--- src/rtl/ssram_rmw_bridge.sv ---
// Valid/ready request front end for a single-port synchronous SRAM with a
// one-cycle registered read; partial-byte stores become read-modify-write.
module ssram_rmw_bridge #(
    parameter int WADDR = 10,
    parameter int WDATA = 32
) (
    input  logic               clk,
    input  logic               rst_n,
    input  logic               req_valid,
    output logic               req_ready,
    input  logic               req_wr,
    input  logic [WADDR-1:0]   req_addr,
    input  logic [WDATA-1:0]   req_wdata,
    input  logic [WDATA/8-1:0] req_be,
    output logic               rsp_valid,
    input  logic               rsp_ready,
    output logic [WDATA-1:0]   rsp_rdata,
    output logic               mem_wr,
    output logic [WADDR-1:0]   mem_addr,
    output logic [WDATA-1:0]   mem_datain,
    input  logic [WDATA-1:0]   mem_dataout
);

    localparam int NBE = WDATA / 8;

    localparam logic [2:0] S_IDLE = 3'd0;
    localparam logic [2:0] S_RD   = 3'd1;
    localparam logic [2:0] S_CAP  = 3'd2;
    localparam logic [2:0] S_WR   = 3'd3;
    localparam logic [2:0] S_RSP  = 3'd4;

    logic [2:0]       state_q, state_d;
    logic             wr_q;
    logic [WADDR-1:0] addr_q;
    logic [WDATA-1:0] wdata_q;
    logic [NBE-1:0]   be_q;
    logic [WDATA-1:0] datain_q, datain_d;
    logic [WDATA-1:0] rdata_q, rdata_d;
    logic [WDATA-1:0] merged;
    logic             accept;

    // Ready is gated by rst_n so it reads 0 while reset is held, yet rises
    // in the very first cycle after release.
    assign req_ready  = (state_q == S_IDLE) && rst_n;
    assign accept     = req_valid && req_ready;
    assign rsp_valid  = (state_q == S_RSP);
    assign rsp_rdata  = rdata_q;
    assign mem_wr     = (state_q == S_WR);
    assign mem_addr   = addr_q;
    assign mem_datain = datain_q;

    always_comb begin
        for (int i = 0; i < NBE; i++) begin
            merged[8*i +: 8] = be_q[i] ? wdata_q[8*i +: 8] : mem_dataout[8*i +: 8];
        end
    end

    // NOTE: every signal written here gets a default first, so no path
    // through the case statement can infer a latch.
    always_comb begin
        state_d  = state_q;
        datain_d = datain_q;
        rdata_d  = rdata_q;
        case (state_q)
            S_IDLE: begin
                if (accept) begin
                    if (!req_wr) begin
                        state_d = S_RD;
                    end else if (&req_be) begin
                        state_d  = S_WR;
                        datain_d = req_wdata;
                    end else if (req_be == '0) begin
                        state_d = S_RSP;
                        rdata_d = '0;
                    end else begin
                        state_d = S_RD;
                    end
                end
            end
            S_RD: state_d = S_CAP;
            S_CAP: begin
                if (wr_q) begin
                    state_d  = S_WR;
                    datain_d = merged;
                end else begin
                    state_d = S_RSP;
                    rdata_d = mem_dataout;
                end
            end
            S_WR: begin
                state_d = S_RSP;
                rdata_d = datain_q;
            end
            S_RSP: begin
                if (rsp_ready) state_d = S_IDLE;
            end
            default: state_d = S_IDLE;
        endcase
    end

    // NOTE: state uses non-blocking assignments so every flop samples the
    // pre-edge values, and the asynchronous reset clears the SRAM strobe at once.
    always_ff @(posedge clk or negedge rst_n) begin
        if (!rst_n) begin
            state_q  <= S_IDLE;
            wr_q     <= 1'b0;
            addr_q   <= '0;
            wdata_q  <= '0;
            be_q     <= '0;
            datain_q <= '0;
            rdata_q  <= '0;
        end else begin
            state_q  <= state_d;
            datain_q <= datain_d;
            rdata_q  <= rdata_d;
            if (accept) begin
                wr_q    <= req_wr;
                addr_q  <= req_addr;
                wdata_q <= req_wdata;
                be_q    <= req_be;
            end
        end
    end

endmodule

--- config.mk ---
export PLATFORM = sky130hd
export DESIGN_NAME = ssram_rmw_bridge
export DESIGN_NICKNAME = d
export VERILOG_FILES = /design/src/rtl/ssram_rmw_bridge.sv
export SDC_FILE = /design/constraint.sdc
export NUM_CORES = 1
export LEC_CHECK = 0
export ABC_CLOCK_PERIOD_IN_PS = 1850
export CORE_AREA = 5 5 114 116
export DETAILED_ROUTE_END_ITERATION = 12
export DIE_AREA = 0 0 119 121
export MAX_ROUTING_LAYER = met4
export PLACE_DENSITY = 0.89
export SYNTH_ARGS = -nofsm -noshare
export SYNTH_HDL_FRONTEND = slang
export SYNTH_SLANG_ARGS = --single-unit
--- constraint.sdc ---
create_clock -name clk -period 1.85 [get_ports clk]
set_input_delay 0.4625 -clock clk [delete_from_list [all_inputs] [get_ports clk]]
set_output_delay 0.4625 -clock clk [all_outputs]
set_load 0.02 [all_outputs]
==> results.tsv <==
metric	value	unit
outcome	finished with violations	
violations	setup timing	
gp_congestion	0.799	
first_pass_iters	5	
die_w	119	um
crit_buf_inv	1	
hold_ws	0.290	ns
viasPerCell	5.39	
start_kind	register	
hold_path.class	primary input to async pin	
synth_edf_count	0	
grtUsageMet1	0.244	
power_frac_comb	0.426	
netlist_instances	443	
synth_ff_type	dfrtp_1	
synth_top_family_by_area	multiplexers	
grt.met3_usage	0.0564	
r2r_start	state_q[2]	
seq_power_share	0.340	
grt_pass1_wl	23500	um
clock-sinks	114	
nFillCells	847	
clk_path_buf_depth	2	
tritoncts	yes	
busiest_layer	met2	
clock-root-buffer	clkbuf_16	
yosys.area_share.simple	0.0435	
finalHoldViolations	0	
rrSetupSlack	0.08	ns
clk_latency	0.41	ns
port_buffers	159	
dpl_cell_area	7470	sq um
ys_seq_area_frac	0.514	
rr_worst_depth	6	
routed_wl	14700	um
rows	40	
yosysWarningCount	0	
syn-cell-area	5550	sq um
design_area	8040	sq um
cts_made_buffers	17	
final_cell_mix	113 x dfrtp_1, 82 x clkdlybuf4s50_1, 64 x mux2i_1	
htreeDepth	4	
synthMuxAreaShare	0.296	
synth_compound_area_frac	0.0889	
synth-adder-area-share	0	
fin_crit	1.87	ns
met2_usage	0.361	
clk_pin_slew_worst_paths	0.05	ns
fin_nets	698	
worst_path_largest_cell_delay	0.44	ns
synth_cell_types	29	
routedWlPerCell	19.0	um
crit_cells	2	
grt_max_degree	116	
yosys_register_bits	114	
worstSetupEndpointType	output port	
critical_path.slowest_cell	dfrtp_2	
first_global_vias	4539	
antenna_left	0	
antenna_found_initial	0	
skew	0.00828	ns
internal_power	8960	uW
cp_data_required_time	1.39	ns
synth.top_cell.area_share	0.514	
cp_data_arrival_time	1.41	ns
cellPowerDensity	1740	nW/um^2
fin_util	0.681	
worst_slew_pin_slew	0.606	ns
syn_to_final_growth	45.0	%
synthArstFlopShare	1.00	
setup_viol	1	
synth_area_per_cell	12.5	sq um
final_common_cell	dfrtp_1	
r2r-end	rsp_rdata[0]	
worstSetupPathType	register to output port	
drive_gt1_frac	0.194	
clkPwrFrac	0.233	
vdd_drop_max	769	uV
drc	0	
syn_nets	526	
dieArea	14400	sq um
synth_largest_area_cell	dfrtp_1	
p_switching	5060	uW
fin_ws	-0.0177	ns
antenna_cells	0	
crit_start	state_q[0]	
crit_fanout	4	
maxSlewViolCount	0	
initial_core_util	0.470	
hpwl	10000	um
drv_cap	0	
vias	4178	
drt_iter0_markers	282	
crit_family	flip-flops	
leakagePower	0.00429	uW
switching_share	0.361	
synth_xor_area_frac	0	
die_h	121	um
ioPinCount	160	
fmax	535	MHz
overflow	0	
track_usage	0.214	
worstPathCellList	nor4b_4 > buf_4	
power.total	14000	uW
synth.area.top_cells	dfrtp_1 51%, mux2i_1 12%, mux2_4 8.1%	
slew_headroom	0.596	
fin_crit_sh	1.01	
coreArea	11800	sq um
endpoint	req_ready	
rsz0062_at_grt	true	
synth_stat cells (2+ instances only):
cell type	count
a21oi_1	3
a22o_1	32
buf_2	11
buf_4	6
buf_6	5
clkbuf_1	9
dfrtp_1	114
inv_1	34
mux2_1	27
mux2_2	22
mux2_4	30
mux2i_1	64
nand2_1	35
nand3b_1	2
nor2_1	2
nor3_1	2
o21ai_0	33
layout make-up:
cell class / count / area (sq um) / area share
multi-input cells: 264 / 2430 / 0.302
clock buffers: 21 / 460 / 0.0572
inverters: 34 / 128 / 0.0159
flip-flops and latches: 114 / 2850 / 0.355
clock inverters: 11 / 135 / 0.0168
well taps: 147 / 184 / 0.0229
repair buffers: 184 / 1850 / 0.231
registers in the layout, summed over array words and instances, names as in the netlist:
signal,flops
wdata_q,32
state_q,3
wr_q,1
be_q,4
mem_addr,10
mem_datain,32
rsp_rdata,32
per-layer routing:
layer	wire [um]	up-vias	part of all wire
met1	6080	2124	0.41
met2	7650	128	0.52
met4	279	0	0.019
met3	679	25	0.046
met5	0	-	0
li1	-	1901	-
logic make-up after synthesis:
logic type | after synthesis
multiplexers | 143
flip-flops | 114
AND/OR/NAND/NOR | 49
buffers and inverters | 65
AO/OA/AOI/OAI | 72
stage by stage:
step	setup TNS (ns)	worst slack [ns]	cells
5_1_grt	-0.0617	-0.0617	775
3_3_place_gp	-16.08	-0.398	742
2_1_floorplan	0	0.0881	443
6_report	-0.0177	-0.0177	775
4_1_cts	-0.0548	-0.0548	775
3_5_place_dp	-21.22	-0.531	742
worst min path at each step:
stage | end | slack [ns] | cells past startpoint
2_1_floorplan | be_q[0] | 0.17 | 0
3_3_place_gp | rsp_rdata[27] | 0.47 | 1
3_5_place_dp | rsp_rdata[15] | 0.48 | 1
4_1_cts | be_q[0] | 0.31 | 3
5_1_grt | mem_addr[9] | 0.34 | 3
6_report | wr_q | 0.29 | 3
worst register-to-register path: cells and delay by family, from the launching register on:
| kind | cells | cell delay, ns |
|---|---|---|
| flops | 1 | 0.41 |
| buf+inv | 2 | 0.40 |
| simple gates | 2 | 0.37 |
| mux | 1 | 0.36 |
| compound gates | 1 | 0.12 |
power by group through the flow:
stage	clock (uW)	sequential, uW	combinational, uW
global route	3450	4930	6400
global placement	0	4700	6270
floorplan	0	5380	2970
CTS	3330	4780	6080
finish	3270	4770	5980
detailed placement	0	4800	6470
repair_timing:
item / 4_1_cts / 5_1_grt
resized for setup: 75 / 15
endpoints found under the hold margin: 0 / 0
hold buffers: 0 / 0
endpoints found under the setup margin: 93 / 35
buffers inserted: 1 / 0
pin swaps: 2 / 1
Note: power is estimated with default switching activity, not from simulation.
